File: config.mk
export PLATFORM = sky130hd
export DESIGN_NAME = mem_port_arbiter
export DESIGN_NICKNAME = d
export VERILOG_FILES = /design/src/rtl/mem_port_arbiter_pkg.sv /design/src/rtl/arb_timeout_timer.sv /design/src/rtl/mem_port_arbiter.sv
export SDC_FILE = /design/constraint.sdc
export NUM_CORES = 1
export LEC_CHECK = 0
export CORE_ASPECT_RATIO = 0.7
export CORE_MARGIN = 1
export CORE_UTILIZATION = 30
export CTS_CLUSTER_DIAMETER = 40
export CTS_CLUSTER_SIZE = 14
export DETAILED_ROUTE_END_ITERATION = 10
export GPL_TIMING_DRIVEN = 0
export PLACE_DENSITY = 0.69
export SLEW_MARGIN = 20
export SYNTH_ARGS = -nofsm -noshare
export SYNTH_HDL_FRONTEND = slang
export SYNTH_HIERARCHICAL = 1
export SYNTH_SLANG_ARGS = --single-unit
File: constraint.sdc
create_clock -name clk -period 7.03 [get_ports clk]
set_clock_uncertainty 0.05 [all_clocks]
set_input_delay 1.406 -clock clk [delete_from_list [all_inputs] [get_ports clk]]
set_output_delay 1.406 -clock clk [all_outputs]
set_load 0.05 [all_outputs]
File: src/rtl/mem_port_arbiter_pkg.sv
// Shared constants and types for the MIPS memory-port arbiter.
//   MIPS_XLEN    : datapath / bus width
//   arb_state_e  : arbiter FSM encodings (ARB_IDLE, ARB_DATA, ARB_INST)
package mem_port_arbiter_pkg;

    localparam int MIPS_XLEN = 32;
    localparam int MIPS_NOP  = 32'h0000_0000;

    typedef enum logic [1:0] {
        ARB_IDLE = 2'd0,
        ARB_DATA = 2'd1,
        ARB_INST = 2'd2
    } arb_state_e;

endpackage

File: src/rtl/arb_timeout_timer.sv
// Loadable down-counter guarding an outstanding bus transaction.
//   clk, rst_n : clock, synchronous active-low clear
//   load       : reload to TIMEOUT_CYCLES-1 (held while the bus is idle)
//   en         : count down one per cycle
//   expire     : count has reached zero (last permitted cycle)
module arb_timeout_timer #(
    parameter int TIMEOUT_CYCLES = 64
) (
    input  logic clk,
    input  logic rst_n,
    input  logic load,
    input  logic en,
    output logic expire
);
    localparam int CW = (TIMEOUT_CYCLES > 1) ? $clog2(TIMEOUT_CYCLES) : 1;

    logic [CW-1:0] cnt_q, cnt_d;

    always_comb begin
        cnt_d = cnt_q;
        if (load)
            cnt_d = CW'(TIMEOUT_CYCLES - 1);
        else if (en && cnt_q != '0)
            cnt_d = cnt_q - 1'b1;
    end

    always_ff @(posedge clk) begin
        if (!rst_n) cnt_q <= '0;
        else        cnt_q <= cnt_d;
    end

    assign expire = (cnt_q == '0);
endmodule

File: src/rtl/mem_port_arbiter.sv
// Arbitrates one single-ported memory bus between instruction fetch and the
// MEM stage. A 1-entry tagged fetch buffer and a 1-entry data buffer hold the
// results; mem_stall freezes the pipeline while either side is unsatisfied.
//   inst_ren/inst_addr -> inst_data      : fetch side
//   mem_ren/mem_wen/mem_addr/mem_dout -> mem_din : data side
//   bus_req/we/addr/wdata, bus_ack/rdata : memory bus (ack carries rdata)
//   bus_err : sticky, set when a transaction times out
module mem_port_arbiter
    import mem_port_arbiter_pkg::*;
#(
    parameter int          TIMEOUT_CYCLES = 64,
    parameter logic [31:0] ERR_RDATA      = 32'h0000_0000
) (
    input  logic                 clk,
    input  logic                 rst_n,
    input  logic                 inst_ren,
    input  logic [MIPS_XLEN-1:0] inst_addr,
    output logic [MIPS_XLEN-1:0] inst_data,
    input  logic                 mem_ren,
    input  logic                 mem_wen,
    input  logic [MIPS_XLEN-1:0] mem_addr,
    input  logic [MIPS_XLEN-1:0] mem_dout,
    output logic [MIPS_XLEN-1:0] mem_din,
    output logic                 mem_stall,
    output logic                 bus_req,
    output logic                 bus_we,
    output logic [MIPS_XLEN-1:0] bus_addr,
    output logic [MIPS_XLEN-1:0] bus_wdata,
    input  logic                 bus_ack,
    input  logic [MIPS_XLEN-1:0] bus_rdata,
    output logic                 bus_err
);
    arb_state_e           state_q, state_d;
    logic                 ibuf_v_q, ibuf_v_d, dbuf_v_q, dbuf_v_d;
    logic [MIPS_XLEN-1:0] ibuf_tag_q, ibuf_tag_d;
    logic [MIPS_XLEN-1:0] inst_data_q, inst_data_d, mem_din_q, mem_din_d;
    logic                 bus_req_q, bus_req_d, bus_we_q, bus_we_d;
    logic [MIPS_XLEN-1:0] bus_addr_q, bus_addr_d, bus_wdata_q, bus_wdata_d;
    logic                 bus_err_q, bus_err_d;
    logic                 d_pend, i_pend, tmr_expire, done;
    logic [MIPS_XLEN-1:0] rdata;

    arb_timeout_timer #(.TIMEOUT_CYCLES(TIMEOUT_CYCLES)) u_tmr (
        .clk    (clk),
        .rst_n  (rst_n),
        .load   (state_q == ARB_IDLE),
        .en     (state_q != ARB_IDLE),
        .expire (tmr_expire)
    );

    assign d_pend    = (mem_ren | mem_wen) & ~dbuf_v_q;
    assign i_pend    = inst_ren & ~(ibuf_v_q & (ibuf_tag_q == inst_addr));
    assign mem_stall = ~rst_n | d_pend | i_pend | (state_q != ARB_IDLE);

    // A timeout completes the transaction exactly like an ack, with error data.
    assign done  = bus_ack | tmr_expire;
    assign rdata = bus_ack ? bus_rdata : ERR_RDATA;

    always_comb begin
        state_d     = state_q;
        ibuf_v_d    = ibuf_v_q;
        ibuf_tag_d  = ibuf_tag_q;
        inst_data_d = inst_data_q;
        mem_din_d   = mem_din_q;
        bus_req_d   = bus_req_q;
        bus_we_d    = bus_we_q;
        bus_addr_d  = bus_addr_q;
        bus_wdata_d = bus_wdata_q;
        bus_err_d   = bus_err_q;
        // Pipeline advanced: the MEM slot that owned the data buffer is gone.
        dbuf_v_d    = mem_stall ? dbuf_v_q : 1'b0;

        unique case (state_q)
            ARB_IDLE: begin
                // Data first: the MEM-stage instruction is the older one.
                if (d_pend) begin
                    state_d     = ARB_DATA;
                    bus_req_d   = 1'b1;
                    bus_we_d    = mem_wen;
                    bus_addr_d  = mem_addr;
                    bus_wdata_d = mem_dout;
                end else if (i_pend) begin
                    state_d    = ARB_INST;
                    bus_req_d  = 1'b1;
                    bus_we_d   = 1'b0;
                    bus_addr_d = inst_addr;  // doubles as the pending fetch tag
                end
            end
            ARB_DATA, ARB_INST: begin
                if (done) begin
                    state_d   = ARB_IDLE;
                    bus_req_d = 1'b0;
                    if (!bus_ack) bus_err_d = 1'b1;
                    if (state_q == ARB_DATA) begin
                        mem_din_d = rdata;
                        dbuf_v_d  = 1'b1;
                    end else begin
                        inst_data_d = rdata;
                        ibuf_tag_d  = bus_addr_q;
                        ibuf_v_d    = 1'b1;
                    end
                end
            end
            default: state_d = ARB_IDLE;
        endcase
    end

    always_ff @(posedge clk) begin
        if (!rst_n) begin
            state_q     <= ARB_IDLE;
            ibuf_v_q    <= 1'b0;
            dbuf_v_q    <= 1'b0;
            ibuf_tag_q  <= '0;
            inst_data_q <= '0;
            mem_din_q   <= '0;
            bus_req_q   <= 1'b0;
            bus_we_q    <= 1'b0;
            bus_addr_q  <= '0;
            bus_wdata_q <= '0;
            bus_err_q   <= 1'b0;
        end else begin
            state_q     <= state_d;
            ibuf_v_q    <= ibuf_v_d;
            dbuf_v_q    <= dbuf_v_d;
            ibuf_tag_q  <= ibuf_tag_d;
            inst_data_q <= inst_data_d;
            mem_din_q   <= mem_din_d;
            bus_req_q   <= bus_req_d;
            bus_we_q    <= bus_we_d;
            bus_addr_q  <= bus_addr_d;
            bus_wdata_q <= bus_wdata_d;
            bus_err_q   <= bus_err_d;
        end
    end

    assign inst_data = inst_data_q;
    assign mem_din   = mem_din_q;
    assign bus_req   = bus_req_q;
    assign bus_we    = bus_we_q;
    assign bus_addr  = bus_addr_q;
    assign bus_wdata = bus_wdata_q;
    assign bus_err   = bus_err_q;
endmodule

==> impl_summary.txt <==
----------------------------------------------------
[Critical path]
  Type of origin of the critical path ... primary input
  CP required ... between 5000 and 6000 ps
  Critical path arrival ... 4160 ps
  Kind of end point of the critical path ... output pin
  Maximum fanout along the worst path ... 3
  Critical register-to-register path endpoint ... inst_data[15]
  Worst reg2reg setup slack ... 3970 ps
  Critical path type ... primary input to output pin
  FF-to-FF Start ... u_tmr/cnt_q[0]
  Worst-case reg-to-reg path depth ... 10

[Route]
  Routed length per instance ... 16.4 um
  WL final ... approximately 26000 um
  Number of remaining DRC errors ... 0
  1st-pass router iterations ... 4
  Number of nets with antenna violations after routing ... 0
  Starting DRT DRC Count ... 383
  Vias per std cell ... between 4 and 5
  Overall via count from detail_route ... roughly 7500

[Clock network]
  H-Tree Level Count ... 4
  Number of buffers added by the clock tree synthesis step ... 17
  Number of buffers inserted for hold repair after clock tree synthesis ... 0
  Insertion delay to the later sink of the worst-skew pair ... approximately 430 ps
  CTS tree ... built
  Worst-path clk slew ... 70 ps
  CTS root buf ... clkbuf_16
  Maximum buffer depth of the clock tree ... 2
  Post-CTS Repair Setup Buffers ... 0
  CTS Sinks ... 173
  Gates resized, CTS repair ... 0

[Die]
  Height of the die ... 133 um
  Total Die Area ... about 25000 um^2
  Placement Rows ... 47
  Core outline area ... 23800 um^2
  Top-Level Pins ... 266
  Initial Util ... a little under a third
  Die X-Extent ... 189 um

[Hold path]
  Count of cells along the worst hold path ... 2
  Hold/Removal Path Class ... flip-flop to flip-flop
  Hold wc startpoint ... mem_din[21]
  End of the worst hold path ... mem_din[21]

[Logic synthesis]
  Flip-flop cell with the highest count after synthesis ... dfxtp_1
  Total standard cell area after synthesis ... 7350 um^2
  Register area share after synthesis ... 47.1%
  Post-synthesis sequential element count ... 173
  Number of different library cells in the post-synthesis netlist ... slightly above 50
  Number of warnings reported in the yosys synthesis log ... 6
  Post-synthesis average cell area ... between 7 and 8 um^2
  Ys async rst share ... 0%
  Gate count of the mapped netlist ... between 900 and 1000
  Count of flip-flops with a built-in enable after synthesis ... 0
  Nets in the synthesized netlist ... 1090

[Finish]
  Number of nets in the finished design ... 1374
  Synthesis-to-finish area growth ... 50.0%
  End-of-flow core utilization ... 46.3%
  Most common cell after layout, fill and taps aside ... nand2_1
  Number of antenna cells inserted ... 0
  Most frequent cells in the layout ... nand2_1 (354), clkdlybuf4s50_1 (265), dfxtp_1 (173), a21oi_1 (138), nand3_1 (67)
  Share of post-route cells with drive strength above 1 ... between 3 and 4%

[Timing]
  Setup violations, final ... 0
  Number of hold-slack violations in the final timing report ... 0
  Fin. max-slew vios ... 0
  Part of the cycle the worst path needs ... between 70% and 80%
  Setup repair after global routing missed its margin ... false
  Minimum clock period after layout ... ~5600 ps
  Worst slew margin ... 41.7%
  Setup total negative slack ... 0 ps
  Max frequency ... 178 MHz
  Worst Setup Slack, final ... 1410 ps
  Transition time of the tightest slew-check pin ... ~870 ps

[Place]
  # port buffers ... 265
  RePlAce Congestion ... between 0.8 and 0.9
  Detail Placement HPWL ... roughly 20000 um
  Pre-CTS worst setup slack ... approximately 1400 ps

[Power and ir drop]
  Power, Total ... 2.96 mW
  Power per cell area ... 269 nW/um^2
  Largest voltage drop on the vdd net ... 0.160 mV
  Leakage power of the design ... 4.06 nW

[Flow run]
  MaxCap Viol Count ... 0

[Status]
  Status ... completed

[Global routing]
  Remaining global-route overflow ... 0
  Number of global-route vias before repair ... 7117
  Global-route usage over all layers ... 20.4%
  Pin count of the biggest net entering global routing ... 17
  Number of antenna violations at the first check in global routing ... 1
  Global-route wire length before repair ... roughly 40000 um

----------------------------------------------------
where the power goes:
part / total [mW] / leakage (nW) / internal (mW) / switching [mW]
combinational: 0.825 / 2.34 / 0.300 / 0.524
clock: 1.02 / 0.299 / 0.595 / 0.427
sequential: 1.12 / 1.41 / 1.06 / 0.0573
total: 2.96 / 4.06 / 1.96 / 1.01
registers in the layout, summed over array words and instances (netlist names):
register     cells
dbuf_v_q         1
bus_addr        32
bus_we           1
bus_err          1
state_q          2
inst_data       32
bus_req          1
mem_din         32
u_tmr/cnt_q      6
ibuf_tag_q      32
bus_wdata       32
ibuf_v_q         1
Yosys cell counts, types with 2 or more instances:
cell,instances,area [um^2]
nand2_1,354,1330
dfxtp_1,173,3460
a21oi_1,138,691
nand3_1,67,335
clkbuf_1,58,218
mux2i_1,32,320
xnor2_1,20,175
inv_1,12,45.0
nor2_1,11,41.3
xor2_1,8,70.1
nand2b_1,7,43.8
nand4_1,6,37.5
buf_1,5,18.8
ha_1,4,50.1
nor2b_1,4,25.0
a31oi_1,3,18.8
buf_12,3,60.1
nand3b_1,3,22.5
nor3_1,3,15.0
o21ai_0,3,15.0
a211oi_1,2,15.0
and4b_1,2,20.0
o21a_1,2,15.0
o31ai_1,2,15.0
or2_1,2,12.5
or3_1,2,12.5
or4_4,2,22.5
worst max-delay path by stage:
stage / start / endpoint / slack [ps]
after global placement: inst_addr[27] / mem_stall / 1410
final: inst_addr[27] / mem_stall / 1410
after floorplan: inst_addr[30] / mem_stall / 2680
after detailed placement: inst_addr[30] / mem_stall / 1400
after global routing: inst_addr[27] / mem_stall / 1330
after CTS: inst_addr[30] / mem_stall / 1410
worst max-delay path, stage by stage:
cell and delay [ps]:
clkdlybuf4s50_1 470, xor2_1 210, or4_1 520, nor3_1 180, and4_1 290, o211ai_1 120, or2_1 240, clkdlybuf4s50_1 720
metrics by stage:
step	hold slack (ps)	instances	cell area, um^2
floorplan	395	952	7350
global placement	391	1535	10400
detailed placement	396	1535	10400
CTS	404	1566	11000
global route	423	1566	11000
finish	403	1566	11000
layer usage:
metal | part of all wire (%) | GRT usage [%] | vias to the layer above
met4 | 1.4 | 5.73 | 2
met2 | 43 | 30.1 | 227
met1 | 48 | 28.6 | 3516
li1 | - | - | 3700
met5 | 0.051 | 0 | -
met3 | 7.4 | 6.07 | 26
layout make-up:
class	instances	area [um^2]
inverter	13	48.8
tap	318	398
timing repair buffer	265	2650
clock buffer	17	425
buffer	66	297
fill	2363	12800
clock inverter	14	194
multi-input combinational	700	3540
sequential	173	3460
cell families (layout without fill, tap and decap cells):
| group | after synthesis | count (layout) | synth area share (%) |
|---|---|---|---|
| compound gates | 159 | 159 | 11.6 |
| buf+inv | 79 | 375 | 4.70 |
| xor+xnor | 28 | 28 | 3.34 |
| simple gates | 477 | 477 | 28.2 |
| fa+ha+maj | 4 | 4 | 0.681 |
| flops | 173 | 173 | 47.1 |
| mux | 32 | 32 | 4.36 |
Note: power is estimated with default switching activity, not from simulation.
